<file path="src/rtl/nbcac_13di_pkg.sv">
// nbcac_13di_pkg: shared widths, weight table and FSM states for the NBCAC 13-bit encoder
package nbcac_13di_pkg;
  localparam int NBCAC_V_W = 13;
  localparam int NBCAC_D_W = 18;
  localparam int NBCAC_NSTAGE = 16;
  localparam logic [NBCAC_V_W-1:0] S [1:18] = '{
    13'd1, 13'd3194, 13'd1974, 13'd1220, 13'd754, 13'd466, 13'd288, 13'd178, 13'd110,
    13'd68, 13'd42, 13'd26, 13'd16, 13'd10, 13'd6, 13'd4, 13'd2, 13'd2
  };
  typedef enum logic [1:0] {IDLE, RUN, DONE} state_t;
endpackage

</file>
<file path="src/rtl/nbcac_13di_stage.sv">
// nbcac_13di_stage: one combinational NBCAC decision step producing d[k] and the residue
module nbcac_13di_stage
  import nbcac_13di_pkg::*;
(
  input  logic [NBCAC_V_W-1:0] r,
  input  logic                 d_prev,
  input  logic [NBCAC_V_W-1:0] s_k,
  input  logic [NBCAC_V_W-1:0] s_k1,
  output logic                 d_k,
  output logic [NBCAC_V_W-1:0] r_next
);
  logic [NBCAC_V_W-1:0] sum;
  assign sum = s_k + s_k1;
  assign d_k = (r >= sum) ? 1'b1 : (r < s_k) ? 1'b0 : d_prev;
  assign r_next = d_k ? r - s_k : r;
endmodule

</file>
<file path="src/rtl/nbcac_13di_encoder_seq.sv">
// nbcac_13di_encoder_seq: multi-cycle NBCAC 13->18 encoder with valid/ready on both sides
module nbcac_13di_encoder_seq
  import nbcac_13di_pkg::*;
#(
  parameter int STAGES_PER_CYCLE = 1
) (
  input  logic                 clk,
  input  logic                 rst_n,
  input  logic                 in_valid,
  output logic                 in_ready,
  input  logic [NBCAC_V_W-1:0] in_data,
  input  logic                 abort,
  output logic                 out_valid,
  input  logic                 out_ready,
  output logic [NBCAC_D_W-1:0] out_code,
  output logic                 busy
);
  localparam int NG = NBCAC_NSTAGE / STAGES_PER_CYCLE;
  localparam logic [3:0] LAST = 4'(NG - 1);
  state_t state, state_nx;
  logic [NBCAC_V_W-1:0] r, r_nx;
  logic [NBCAC_D_W-1:0] d, d_nx;
  logic [3:0] cnt, cnt_nx;
  logic [4:0] base;
  logic [NBCAC_V_W-1:0] rc [0:STAGES_PER_CYCLE];
  logic [STAGES_PER_CYCLE:0] dc;
  assign base = 5'(int'(cnt) * STAGES_PER_CYCLE);
  assign rc[0] = r;
  assign dc[0] = d[base];
  genvar i;
  generate
    for (i = 0; i < STAGES_PER_CYCLE; i++) begin : g_lane
      logic [4:0] k;
      assign k = base + 5'(i + 2);
      nbcac_13di_stage u_stage (
        .r(rc[i]),
        .d_prev(dc[i]),
        .s_k(S[k]),
        .s_k1(S[k + 5'd1]),
        .d_k(dc[i+1]),
        .r_next(rc[i+1])
      );
    end
  endgenerate
  assign in_ready = state == IDLE;
  assign out_valid = state == DONE;
  assign busy = state != IDLE;
  assign out_code = d;
  // next-state: accept in IDLE, run stage groups, hold result until taken, abort flushes
  always_comb begin
    state_nx = state;
    r_nx = r;
    d_nx = d;
    cnt_nx = cnt;
    if (state == IDLE) begin
      if (in_valid && !abort) begin
        state_nx = RUN;
        d_nx = {17'd0, in_data[0]};
        r_nx = in_data - {12'd0, in_data[0]};
        cnt_nx = 4'd0;
      end
    end else if (abort) begin
      state_nx = IDLE;
      cnt_nx = 4'd0;
    end else if (state == RUN) begin
      for (int j = 0; j < STAGES_PER_CYCLE; j++) d_nx[base + 5'(j) + 5'd1] = dc[j+1];
      r_nx = rc[STAGES_PER_CYCLE];
      if (cnt == LAST) begin
        d_nx[17] = rc[STAGES_PER_CYCLE] != '0;
        state_nx = DONE;
      end else cnt_nx = cnt + 4'd1;
    end else if (out_ready) state_nx = IDLE;
  end
  // state register with synchronous active-low reset
  always_ff @(posedge clk) begin
    if (!rst_n) begin
      state <= IDLE;
      r <= '0;
      d <= '0;
      cnt <= '0;
    end else begin
      state <= state_nx;
      r <= r_nx;
      d <= d_nx;
      cnt <= cnt_nx;
    end
  end
endmodule
</file>
<file path="config.mk">
export PLATFORM = sky130hd
export DESIGN_NAME = nbcac_13di_encoder_seq
export DESIGN_NICKNAME = d
export VERILOG_FILES = /design/src/rtl/nbcac_13di_pkg.sv /design/src/rtl/nbcac_13di_stage.sv /design/src/rtl/nbcac_13di_encoder_seq.sv
export SDC_FILE = /design/constraint.sdc
export NUM_CORES = 1
export LEC_CHECK = 0
export ABC_AREA = 0
export BUFFER_PORTS_ARGS = -buffer_cell sky130_fd_sc_hd__buf_2
export CORE_MARGIN = 2
export CORE_UTILIZATION = 31
export CTS_BUF_LIST = sky130_fd_sc_hd__clkbuf_8 sky130_fd_sc_hd__clkbuf_16
export CTS_CLUSTER_SIZE = 14
export DETAILED_ROUTE_END_ITERATION = 8
export PLACE_DENSITY = 0.57
export SLEW_MARGIN = 20
export SYNTH_ARGS = -nofsm -noshare
export SYNTH_HDL_FRONTEND = slang
export SYNTH_HIERARCHICAL = 1
export SYNTH_SLANG_ARGS = --single-unit
</file>
<file path="constraint.sdc">
create_clock -name clk -period 7 [get_ports clk]
set_input_delay 0.35 -clock clk [delete_from_list [all_inputs] [get_ports clk]]
set_output_delay 0.35 -clock clk [all_outputs]
set_load 0.01 [all_outputs]
</file>
# Word-level counts from Yosys, hierarchy flattened
# Memories as Yosys holds them, arrays and structs flattened.
# Cells that the tools add are included.
[totals]
regBits = 37
rom_bits = 832
inputBits = 18
output_inout_bits = 21
wordCells = 73
n_memories = 2
[mem_list]
columns = ["memory", "depth", "word_bits", "rd", "rd_clocked_by_memory_dff", "write_ports", "line", "rtl"]
rows = [
  ["(name not given)", 32, 13, 1, 0, 0, "nbcac_13di_encoder_seq.sv:39", ".s_k1(S[k + 5'd1]),"],
  ["(name not given)", 32, 13, 1, 0, 0, "nbcac_13di_encoder_seq.sv:38", ".s_k(S[k]),"],
]
[op_classes]
addsub = 7
magnitude_cmp = 7
eq_ne = 7
muxes = 32
n_bitwise = 2
n_reduce_logical = 12
[op_table]
columns = ["cell", "n"]
rows = [
  ["two-way mux 13 bit", 9],
  ["two-way mux 18 bit", 4],
  ["two-way mux 4 bit", 5],
  ["bitwise mux 18 bit", 1],
  ["adder 13 bit", 1],
  ["greater-or-equal comparator 13 bit", 1],
  ["< comparator 13 bit", 1],
  ["nonzero test 13 bit", 1],
  ["subtractor 13 x 1 -> 13 bit", 1],
  ["subtractor 13 bit", 1],
  ["greater-or-equal comparator 6 bit, second input constant", 2],
  ["two-way mux 2 bit", 6],
  ["inverter 5 -> 6 bit", 2],
  ["AND reduction 3 bit", 3],
  ["< comparator 4 x 6 -> 1 bit, second input constant", 1],
  ["< comparator 5 x 6 -> 1 bit, second input constant", 1],
  ["adder 4 x 1 -> 5 bit, second input constant", 1],
  ["adder 4 x 2 -> 5 bit, second input constant", 1],
  ["adder 5 x 1 -> 5 bit, second input constant", 1],
  ["demux 1 bit (select 5 bit)", 1],
  ["greater-or-equal comparator 5 x 1 -> 1 bit, second input constant", 1],
  ["two-way mux 1 bit", 5],
  ["adder 4 x 1 -> 4 bit, second input constant", 1],
  ["binary-select mux 1 bit (select 4 bit)", 1],
  ["13 further kinds", 15],
]

# Depth between registers and ports, before layout
[logic_depth]
word_depth = 15
ltp_mapped = 30

# Cells and area by module
# Netlist, hierarchy kept.
[by_module_without_submodules]
columns = ["mod", "n_inst", "cells_per_inst", "area_per_inst_um2", "seq_area_each_um2"]
rows = [
  ["nbcac_13di_encoder_seq", 1, 371, 2955.3, 740.7],
  ["nbcac_13di_stage", 1, 207, 1640.3, 0.0],
]

# Worst setup path before layout
# OpenSTA, ideal clock, no wires.
[synth_path]
kind = "register to register"
from = "reg cnt[1]"
to = "reg d[17] (netlist: out_code[17])"
setup_ps = 120
arrival_time_ps = 5617
slack_ps = 1263
stages_incl_launch_ff = 28
synth_period_minus_slack_ps = 5737
cell_sequence = "dfxtp_1 > clkbuf_1 > inv_1 > ha_1 > buf_2 > nand3_1 > xnor2_2 > nand2b_4 > nor2b_1 > ha_1 > inv_1 > fa_1 > nor2b_1 > o2111ai_1 > nand3_1 > o41a_1 > a221oi_1 > xnor2_1 > ha_1 > a221oi_1 > o211ai_1 > nor3_4 > buf_12 > mux2_4 > nor4_1 > and4_1 > a211o_1 > a21boi_1"
[synth_lines]
columns = ["item", "line", "rtl"]
rows = [
  ["start: declaration", "nbcac_13di_encoder_seq.sv:23", "logic [3:0] cnt, cnt_nx;"],
  ["start signal: assignment", "nbcac_13di_encoder_seq.sv:85", "cnt <= cnt_nx;"],
  ["end signal: assignment", "nbcac_13di_encoder_seq.sv:84", "d <= d_nx;"],
  ["end: declaration", "nbcac_13di_encoder_seq.sv:22", "logic [NBCAC_D_W-1:0] d, d_nx;"],
]

==> flow_metrics.env <==
export IMPL_clk_latency_ps=280
export IMPL_final_common_cell="nand2_1"
export IMPL_nNetsFinal=673
export IMPL_pin_count=39
export IMPL_yosys_warnings=6
export IMPL_skew_ps=4.628
export IMPL_regArea_um2=740.7
export IMPL_avgSynthCellArea_um2=7.951
export IMPL_synth_main_ff_cell="dfxtp_1"
export IMPL_multi_input_area_mm2=0.003556
export IMPL_grt_start_max_net_pins=38
export IMPL_min_period_ps=6406
export IMPL_gp_congestion=0.8267
export IMPL_hp_class="primary input to flip-flop"
export IMPL_cts_max_level=2
export IMPL_drv_cap=0
export IMPL_cts_root_buf="clkbuf_16"
export IMPL_synth_edff_count=0
export IMPL_track_usage_pct=15.51
export IMPL_cts_sinks=37
export IMPL_setup_viol=0
export IMPL_fmax_ghz=0.1561
export IMPL_placedInstanceArea_mm2=0.004897
export IMPL_worstMarginPinSlew_ps=947.3
export IMPL_hold_violations=0
export IMPL_cts_resized=0
export IMPL_p_leak_uw=0.002333
export IMPL_layout_common_cells="53 x nand2_1, 52 x nor2_1, 52 x ha_1, 45 x a21oi_1, 38 x buf_2"
export IMPL_ys_seq_elements=37
export IMPL_design_area_mm2=0.005044
export IMPL_die_x_um=125.8
export IMPL_status="complete, no violations"
export IMPL_fin_crit_sh_pct=91.52
export IMPL_antenna_found_initial=0
export IMPL_wl_per_cell_um=16.02
export IMPL_fp_coreArea_mm2=0.01453
export IMPL_cts_tree="built"
export IMPL_grt_pass1_wl_um=20300
export IMPL_routed_wl_um=12580
export IMPL_fillers=1525
export IMPL_seq_area_frac_synth_pct=16.12
export IMPL_diodes=0
export IMPL_powerDensity_mw_per_mm2=141.3
export IMPL_place_hpwl_um=9880
export IMPL_cp_data_arrival_time_ps=6580
export IMPL_vias=4265
export IMPL_rsz0062_at_grt="no"
export IMPL_drive_gt1_share_pct=16.14
export IMPL_grt_pass1_vias=3987
export IMPL_viasPerCell=5.433
export IMPL_irDropWorstVdd_uv=90.10
export IMPL_critical_path_class="flip-flop to flip-flop"
export IMPL_grt_overflow=0
export IMPL_slew_violations=0
export IMPL_async_reset_ff_share_pct=0
export IMPL_cts_buffer_depth=2
export IMPL_path_max_fanout=14
export IMPL_tns_ps=0
export IMPL_post_cts_buffers=0
export IMPL_start_util_pct=31.62
export IMPL_cts_hold_buf=0
export IMPL_cts_made_buffers=5
export IMPL_netlist_area_mm2=0.004596
export IMPL_first_iter_violations=330
export IMPL_synth_cell_type_count=78
export IMPL_required_ps=7170
export IMPL_syn_inst=578
export IMPL_firstDrtPassIters=5
export IMPL_die_area_mm2=0.01581
export IMPL_drc_errors=0
export IMPL_row_count=44
export IMPL_die_y_um=125.8
export IMPL_drtAntennaViolNets=0
export IMPL_syn2layout_area_growth_pct=9.747
export IMPL_path_clk_slew_ps=60
export IMPL_end_kind="flip-flop"
export IMPL_slew_headroom_pct=36.85
export IMPL_start_kind="flip-flop"
export IMPL_io_buffers=38
per-stage QoR:
stage / worst slack [ps] / power [uW] / hold slack (ps) / util, % / instances
after floorplan: 1263 / 439.9 / 479.1 / - / 580
after global placement: 719.6 / 480.5 / 471.1 / 33.69 / 778
after detailed placement: 665.2 / 485.3 / 495.2 / 33.69 / 778
after CTS: 643.8 / 715.0 / 359.8 / 34.70 / 785
after global routing: 79.50 / 751.0 / 385.7 / 34.70 / 785
final: 593.6 / 712.5 / 365.2 / 34.70 / 785
worst paths after layout:
kind	start	end	slack (ps)	cells after the start
max	cnt[2]	out_code[17]	590	23
min	abort	state[1]	370	2
max reg2reg	cnt[2]	out_code[17]	590	23
min reg2reg	out_code[16]	out_code[16]	490	2
critical path, cell delays in order (launching register included):
cell and delay [ps]:
dfxtp_1 590, ha_1 390, ha_1 340, a21bo_1 210, and2_1 430, mux2_4 340
o22a_1 170, ha_1 330, nor2b_1 180, o2111ai_1 180, nand3_1 120, o41a_1 390
a221oi_1 310, xnor2_1 170, ha_1 270, a221oi_1 250, o211ai_1 180, nor3_4 150
buf_4 270, mux2_1 380, nor3_1 260, and4_1 230, a211o_1 100, a21boi_1 50
sequential cells by signal, summed over array words and instances (netlist names):
| register | cells |
|---|---|
| cnt | 4 |
| out_code | 18 |
| r | 13 |
| state | 2 |
power by group:
part           switching [uW]  total [uW]  internal, uW
registers                11.6         229           218
clock network            89.6         229           140
logic                     140         254           114
total                     241         713           471
synth_stat cells, drive strengths merged, types with 6 or more instances:
master / count / area share (%)
a211oi: 9 / 1.6
a21oi: 46 / 5.1
a31oi: 11 / 1.5
and2: 6 / 0.82
and3: 6 / 0.82
buf: 23 / 3.5
clkbuf: 12 / 1.0
dfxtp: 37 / 16
ha: 52 / 14
inv: 26 / 2.1
mux2: 16 / 4.6
mux2i: 17 / 3.7
nand2: 53 / 4.3
nand2b: 8 / 1.3
nand3: 24 / 2.6
nor2: 52 / 4.2
nor2b: 19 / 2.6
nor3: 7 / 1.1
o211a: 12 / 2.6
o21a: 7 / 1.1
o21ai: 21 / 2.3
o221a: 11 / 2.7
xnor2: 17 / 3.4
xor2: 9 / 1.7
cells by family (layout without fill, tap and decap cells):
| family | after synthesis | in the layout | synth area share (%) |
|---|---|---|---|
| AO/OA/AOI/OAI | 166 | 166 | 26.06 |
| XOR/XNOR | 26 | 26 | 5.119 |
| adder cells (fa/ha/maj) | 54 | 54 | 15.03 |
| buffers and inverters | 61 | 82 | 6.670 |
| flip-flops | 37 | 37 | 16.12 |
| multiplexers | 35 | 35 | 9.257 |
| other | 1 | 3 | 0.08160 |
| AND/OR/NAND/NOR | 198 | 198 | 21.67 |
layout make-up:
class,count,share of cell area [%]
repair buffers,49,5.408
clock inverters,1,0.1488
well taps,184,4.565
inverters,26,1.935
multi-input cells,482,70.50
clock buffers,6,2.754
flip-flops and latches,37,14.69
per-layer routing:
layer | routed length [um] | track usage [%]
met1 | 6112 | 21.34
met2 | 5737 | 25.02
met3 | 490 | 2.039
met4 | 236 | 5.430
met5 | 0 | 0
(Power assumes the default switching activity.)
